**src/rtl/stream_serializer_pkg.sv**
```systemverilog
// Shared types and elaboration helpers for the width-narrowing stream serializer.
package stream_serializer_pkg;

  typedef enum logic [0:0] {
    IDLE = 1'b0,
    SEND = 1'b1
  } state_t;

  function automatic int calc_nchunks(input int in_nbits, input int out_nbits);
    return in_nbits / out_nbits;
  endfunction

  function automatic int calc_cnt_w(input int in_nbits, input int out_nbits);
    return $clog2(in_nbits / out_nbits);
  endfunction

endpackage

```
**src/rtl/stream_serializer_if.sv**
```systemverilog
// val/rdy stream bundle; last is meaningful only on the narrowed output side.
interface stream_serializer_if #(
  parameter int p_nbits = 8
);
  logic               val;
  logic               rdy;
  logic [p_nbits-1:0] msg;
  logic               last;

  modport master (output val, output msg, output last, input rdy);
  modport slave  (input val, input msg, output rdy);
endinterface

```
**src/rtl/stream_serializer.sv**
```systemverilog
// Splits each wide input message into LSB-first chunks on a val/rdy stream,
// accepting the next message in the same cycle the final chunk departs.
module stream_serializer
  import stream_serializer_pkg::*;
#(
  parameter int p_in_nbits  = 32,
  parameter int p_out_nbits = 8
) (
  input  logic                 clk,
  input  logic                 reset,
  stream_serializer_if.slave   istream,
  stream_serializer_if.master  ostream
);

  localparam int NCHUNKS = calc_nchunks(p_in_nbits, p_out_nbits);
  localparam int CNT_W   = calc_cnt_w(p_in_nbits, p_out_nbits);
  localparam int IDX_W   = $clog2(p_in_nbits);
  localparam logic [CNT_W-1:0] LAST_CNT = CNT_W'(NCHUNKS - 1);

  state_t                  state_q, state_d;
  logic [p_in_nbits-1:0]   msg_q, msg_d;
  logic [CNT_W-1:0]        cnt_q, cnt_d;
  logic [IDX_W-1:0]        base;
  logic                    in_xfer;
  logic                    out_xfer;

  assign base         = IDX_W'(cnt_q) * IDX_W'(p_out_nbits);
  assign ostream.val  = (state_q == SEND);
  assign ostream.msg  = msg_q[base +: p_out_nbits];
  assign ostream.last = (state_q == SEND) && (cnt_q == LAST_CNT);
  // Ready looks through to downstream so a new message can land on the final chunk.
  assign istream.rdy  = reset && ((state_q == IDLE) || (ostream.last && ostream.rdy));

  assign in_xfer  = istream.val && istream.rdy;
  assign out_xfer = ostream.val && ostream.rdy;

  always_comb begin
    // NOTE: every next-state signal gets its hold value first so no path infers a latch.
    state_d = state_q;
    msg_d   = msg_q;
    cnt_d   = cnt_q;
    case (state_q)
      IDLE: begin
        if (in_xfer) begin
          msg_d   = istream.msg;
          cnt_d   = '0;
          state_d = SEND;
        end
      end
      SEND: begin
        if (out_xfer) begin
          if (cnt_q != LAST_CNT) begin
            cnt_d = cnt_q + 1'b1;
          end else if (in_xfer) begin
            msg_d = istream.msg;
            cnt_d = '0;
          end else begin
            cnt_d   = '0;
            state_d = IDLE;
          end
        end
      end
      default: state_d = IDLE;
    endcase
  end

  // NOTE: state registers use non-blocking assignments so all flops update together.
  always_ff @(posedge clk) begin
    if (!reset) begin
      state_q <= IDLE;
      cnt_q   <= '0;
    end else begin
      state_q <= state_d;
      cnt_q   <= cnt_d;
    end
  end

  // NOTE: the message payload is deliberately not reset; it is only observed in SEND.
  always_ff @(posedge clk) begin
    msg_q <= msg_d;
  end

endmodule

```
**src/flat_wrapper.sv**
```systemverilog
// flat-port wrapper written by rule: the top's interface ports become plain ports
module stream_serializer_flat import stream_serializer_pkg::*;
#(
  parameter int p_in_nbits  = 32,
  parameter int p_out_nbits = 8
)
  (clk, reset, istream_val, istream_msg, istream_rdy, ostream_val, ostream_msg, ostream_last, ostream_rdy);
  stream_serializer_if #(.p_nbits(32)) istream_i ();
  stream_serializer_if #(.p_nbits(8)) ostream_i ();
  input  logic clk;
  input  logic reset;
  input wire logic [$bits(istream_i.val)-1:0] istream_val;
  input wire logic [$bits(istream_i.msg)-1:0] istream_msg;
  output wire logic [$bits(istream_i.rdy)-1:0] istream_rdy;
  output wire logic [$bits(ostream_i.val)-1:0] ostream_val;
  output wire logic [$bits(ostream_i.msg)-1:0] ostream_msg;
  output wire logic [$bits(ostream_i.last)-1:0] ostream_last;
  input wire logic [$bits(ostream_i.rdy)-1:0] ostream_rdy;
  assign istream_i.val = istream_val;
  assign istream_i.msg = istream_msg;
  assign istream_rdy = istream_i.rdy;
  assign ostream_val = ostream_i.val;
  assign ostream_msg = ostream_i.msg;
  assign ostream_last = ostream_i.last;
  assign ostream_i.rdy = ostream_rdy;
  stream_serializer #(.p_in_nbits(p_in_nbits), .p_out_nbits(p_out_nbits)) u_core (.clk(clk), .reset(reset), .istream(istream_i), .ostream(ostream_i));
endmodule
```
**config.mk**
```make
export PLATFORM = sky130hd
export DESIGN_NAME = stream_serializer_flat
export DESIGN_NICKNAME = d
export VERILOG_FILES = /design/src/rtl/stream_serializer_pkg.sv /design/src/rtl/stream_serializer_if.sv /design/src/rtl/stream_serializer.sv /design/src/flat_wrapper.sv
export SDC_FILE = /design/constraint.sdc
export NUM_CORES = 1
export LEC_CHECK = 0
export BUFFER_PORTS_ARGS = -buffer_cell sky130_fd_sc_hd__buf_4
export CAP_MARGIN = 20
export CORE_UTILIZATION = 35
export CTS_BUF_LIST = sky130_fd_sc_hd__clkbuf_4
export DETAILED_ROUTE_END_ITERATION = 8
export PLACE_DENSITY_LB_ADDON = 0.3
export SLEW_MARGIN = 20
export SYNTH_ARGS = -nofsm -noshare
export SYNTH_HDL_FRONTEND = slang
export SYNTH_SLANG_ARGS = --single-unit
```
**constraint.sdc**
```tcl
create_clock -name clk -period 2.1 [get_ports clk]
set_input_delay 0.42 -clock clk [delete_from_list [all_inputs] [get_ports clk]]
set_output_delay 0.42 -clock clk [all_outputs]
set_load 0.03 [all_outputs]
```
* After elaboration in Yosys (flattened, before gate mapping)
Index checks and enable logic that the tools add are counted.
Storage, ports and cells: word-level logic and storage cells 31, input port bits 36, bits in latches 0, memories kept 0, bits in registers 35, ROM bits 0, memory bits (writable) 0
Cells by class: reductions and logical operators 8, equal/unequal tests 5, $add $sub $neg 1, bitwise gates (word level) 1, multiply operators 0, div/mod/pow operators 0, shift operators 1, muxes and demuxes 12, magnitude comparators 0
Operators by type and width (number):
- 32-bit 2-to-1 mux | 3
- 32-bit case mux with 2 select lines | 1
- 32-bit by 6-bit variable part select with 8-bit output | 1
- 2-bit 2-to-1 mux | 3
- 2-bit != test (second input constant) | 3
- 1-bit logical AND | 5
- 2-bit case mux with 2 select lines | 1
- 2-bit AND reduction | 2
- 1-bit 2-to-1 mux | 3
- 2-bit by 1-bit adder with 2-bit output (second input constant) | 1
- 2-bit == test (second input constant) | 1
- 2-bit by 1-bit != test with 1-bit output (second input constant) | 1
- 1-bit case mux with 2 select lines | 1
- 1-bit logical OR | 1
- 1-bit NOT | 1

* Logic depth before layout (Yosys ltp)
word-level depth 10, gate-level depth with buffers 3, gate-level depth less buffers 3

* Worst setup path before layout
No wires, ideal clock.
kind reg-to-reg, from register u_core.state_q, in the netlist u_core.ostream.val, to register u_core.msg_q[0] (enable), setup time 0.392 ns, cell stages (with the launch flop) 3, path slack 0.175 ns, arrival time 1.533 ns, period minus slack after synthesis 1.925 ns, required time 1.708 ns, cell sequence dfxtp_1 -> a21boi_0 -> and3b_1
Between the ends: word-level cells in the longest chain between the ends 3, elaborated cells between the ends (all ways) 4, those cells by class 2 x eq/ne; 2 x reduce/logical
RTL lines:
- start: declaration | RTL line stream_serializer.sv:20 | state_t state_q, state_d;
- start signal: assignment | RTL line stream_serializer.sv:73 | state_q <= state_d;
- 1-bit logical AND | RTL line stream_serializer.sv:35 | assign out_xfer = ostream.val && ostream.rdy;
- 2-bit != test (no line)
- 2-bit AND reduction (no line) *
- end signal: assignment | RTL line stream_serializer.sv:80 | msg_q <= msg_d;
- end: declaration | RTL line stream_serializer.sv:21 | logic [p_in_nbits-1:0] msg_q, msg_d;
Every way passes the cells marked *; elsewhere a longest branch is shown, timed or not. A chain may end at the register's enable or synchronous reset.

* Final worst setup path
from register u_core.cnt_q[0], to output port ostream_msg[6]
Between the ends: word-level cells in the longest chain between the ends 1
RTL lines:
- start: declaration | RTL line stream_serializer.sv:22 | logic [CNT_W-1:0] cnt_q, cnt_d;
- start signal: assignment | RTL line stream_serializer.sv:74 | cnt_q <= cnt_d;
- 32-bit by 6-bit variable part select with 8-bit output | RTL line stream_serializer.sv:29 | assign ostream.msg = msg_q[base +: p_out_nbits];
- end: declaration | RTL line flat_wrapper.sv:16 | output wire logic [$bits(ostream_i.msg)-1:0] ostream_msg;
Every way passes these cells.

==> results.txt <==
The final RePlAce weighted congestion came out at 0.616. The xor/xnor share of the synthesized area came out at 0%. The portion of netlist area occupied by mux cells came out at 14.5%. After Yosys synthesis, full adders, half adders and majority gates account for 0.950% of the synthesized area. After synthesis, the largest family of logic cells by area is multiplexers.

After synthesis the netlist holds a flip-flop and latch count of 35. Setup violations remaining at the end of the flow were counted as 0. A synthesized cell averages 22.7 sq um.

The aggregate negative setup slack came out at 0 ns. The clock tree buffer depth came out at 2. The average routed wire per standard cell is 13.6 um. In the post-synthesis netlist, the biggest area contributors are edfxtp_1, mux4_2, dfxtp_1. The number of CTS-inserted buffers came out at 5. In this run the static leakage power is 0.682 nW. The net count after synthesis is 95. The core region is 3470 sq um.

The worst setup path is launched from a flip-flop. The number of fill cells in the layout is 314. The combined area of all synthesized cells is 1320 sq um. The fraction of met2 tracks used by global routing is 19.5%.

The boundary pin count is 47. Once the floorplan was initialized, standard cells occupied 38.0% of the core. The antenna diode count came out at 0. The power per unit of standard cell area came out at 730 nW/um^2.

Using the TritonRoute via totals, the vias-per-cell ratio works out to 4.76. The via count of the first global-routing pass is 803. The critical path is of the flip-flop to primary output type. The maximum clock frequency is 0.506 GHz. The tightest min-delay check is of the input pin to flip-flop type. The clock edge transition at the registers on the reported setup and hold paths is 0.10 ns. In the global route stage, met3 resource usage came out at 4.89%. The tool flagged a number of max-cap violations equal to 0.

The count of endpoints failing hold in the final timing report is 0. The critical path's largest stage delay came out at 0.51 ns. The setup check on the worst reg-to-reg path leaves a slack of 0.47 ns. The number of search-and-repair iterations in the first detailed-routing pass came out at 3. Hold repair after CTS inserted 0 buffers. The compound-gate portion of the synthesized area came out at 2.18%. At the pin with the least slew margin, the transition time is 0.397 ns.

The critical path contains buffers and inverters numbering 2 combined. The met1 track utilization from global routing came out at 14.7%. The number of distinct library cells after synthesis came out at 17. The share of post-route cells with drive strength above 1 came out at 60.5%.

The pin count of the biggest net entering global routing came out at 33. For the worst-skew pair, the clock arrives at the later sink with an insertion delay of 0.34 ns. The tree is rooted in a clkbuf_4. The final antenna-violating net count came out at 0. In the final design database the tool counted 150 nets. The CTS tree is built. For this run, asynchronously set or reset flops after synthesis account for 0%. The die footprint is 4010 sq um. After global routing, the most crowded layer is met2. The cell at the slowest stage of the critical path is mux4_2. The number of input and output port buffers inserted is 46. The synthesis warning total came out at 0. At the worst endpoint, the arrival time is 1.56 ns. The number of DRC markers after the initial detailed-route iteration came out at 30.

The H-tree generated during clock tree synthesis spans 2 levels. The flow ran to the end, and the final reports show no timing, DRC or antenna violations. The layout overhead on the synthesized area is 36.4%.

Across the VDD grid, the largest voltage drop is 0.410 mV. Yosys instantiated no cell more often than edfxtp_1. The height of the chip came out at 63.4 um.

The most frequently used flop master after synthesis is edfxtp_1. After detailed routing, the total wire length is 2170 um. Setup repair after global routing left no endpoint under its margin. The minimum period implied by the final worst setup slack came out at 1.98 ns. The worst setup path is captured at a primary output.

The setup clock skew after layout is 0.00935 ns. The gate family responsible for the most delay along the worst path is multiplexers. The buffer count from post-CTS setup fixing came out at 0.

The number of antenna violations at the first check in global routing came out at 0. The post-synthesis simple-gate area fraction came out at 3.61%. The post-route clock period utilization came out at 94.2%. The critical path goes through buf_6, mux4_2, buf_4. The top-area cell type share of the netlist area came out at 72.9%.

The overall track demand over capacity in global routing came out at 13.1%. Row generation in the floorplan step produced 21 rows. Data on the critical path is required at its endpoint by 1.68 ns. The relative max-transition margin is 73.5%. The clock sink count is 35. Of all cell types, the one taking the most synthesized area is edfxtp_1. After synthesis, the most frequently instantiated cells are edfxtp_1, mux4_2, dfxtp_1, nand2_1.

The first-pass GRT wire length is 3640 um. The DRC violation count after routing is 0. The post-synthesis cell count came out at 58. The sequential cell area fraction in the yosys report came out at 77.5%. The final-report max-slew violation count is 0. The die outline width came out at 63.4 um. The count of flip-flops with a built-in enable after synthesis came out at 32. The number of vias after detailed routing is 761. The total power draw came out at 1.31 mW. The maximum fanout along the worst path is 6.

The sum of overflow across all layers after global routing came out at 0.
-- final timing paths --
check                                 endpoint  cells past startpoint                     startpoint
setup / recovery                ostream_msg[6]                      3   u_core.cnt_q[0]$_SDFFE_PN0P_
hold / removal       u_core.msg_q[9]$_DFFE_PP_                      1                 istream_msg[9]
setup reg to reg    u_core.msg_q[15]$_DFFE_PP_                      4   u_core.cnt_q[0]$_SDFFE_PN0P_
hold reg to reg   u_core.cnt_q[1]$_SDFFE_PN0P_                      2  u_core.ostream.val$_SDFF_PN0_
-- where the power goes --
| group | internal (mW) | switching, mW |
|---|---|---|
| Sequential | 0.791 | 0.00833 |
| Clock | 0.156 | 0.206 |
| Combinational | 0.0838 | 0.0660 |
| Total | 1.03 | 0.281 |
-- through the flow --
stage          hold slack [ns]  setup WS (ns)  instances  util (%)  cell area (sq um)
2_1_floorplan            0.519          0.175         58         -               1320
3_3_place_gp             0.531          0.384        152      50.0               1730
3_5_place_dp             0.545          0.372        152      50.0               1730
4_1_cts                  0.237         0.0222        160      51.8               1800
5_1_grt                  0.222         0.0326        160      51.8               1800
6_report                 0.250          0.123        160      51.8               1800
-- flip-flops by register name (all words and copies together), names as in the netlist --
name and cells:
u_core.cnt_q 2, u_core.ostream.val 1, u_core.msg_q 32
-- metal layers --
| metal | wire length, um | vias up |
|---|---|---|
| met3 | 197 | 9 |
| li1 | - | 355 |
| met1 | 907 | 360 |
| met4 | 83 | 0 |
| met2 | 981 | 37 |
| met5 | 0 | - |
-- area by class of cell --
type / instances / area [sq um] / share of cell area (%)
clock inverters: 1 / 5.00 / 0.279
multi-input cells: 21 / 280 / 15.6
repair buffers: 50 / 379 / 21.1
clock buffers: 7 / 52.6 / 2.92
well taps: 46 / 57.6 / 3.20
flip-flops and latches: 35 / 1020 / 56.9
-- cells in the final DEF (no fill, tap or decap), types with 2 or more instances in the layout --
cell type   n
clkbuf_4    7
buf_4      49
nand2_1     2
dfxtp_1     2
mux4_2      8
edfxtp_1   32
-- kinds of logic (layout without fill, tap and decap cells) --
group / count (synthesis) / after routing
flops: 35 / 35
buf+inv: 2 / 58
simple gates: 7 / 7
mux: 9 / 9
fa+ha+maj: 1 / 1
compound gates: 4 / 4
-- repair_timing --
item	CTS	global route
setup endpoints to repair	4	7
pin swaps	0	0
resized for setup	1	1
Note: power is estimated with default switching activity, not from simulation.
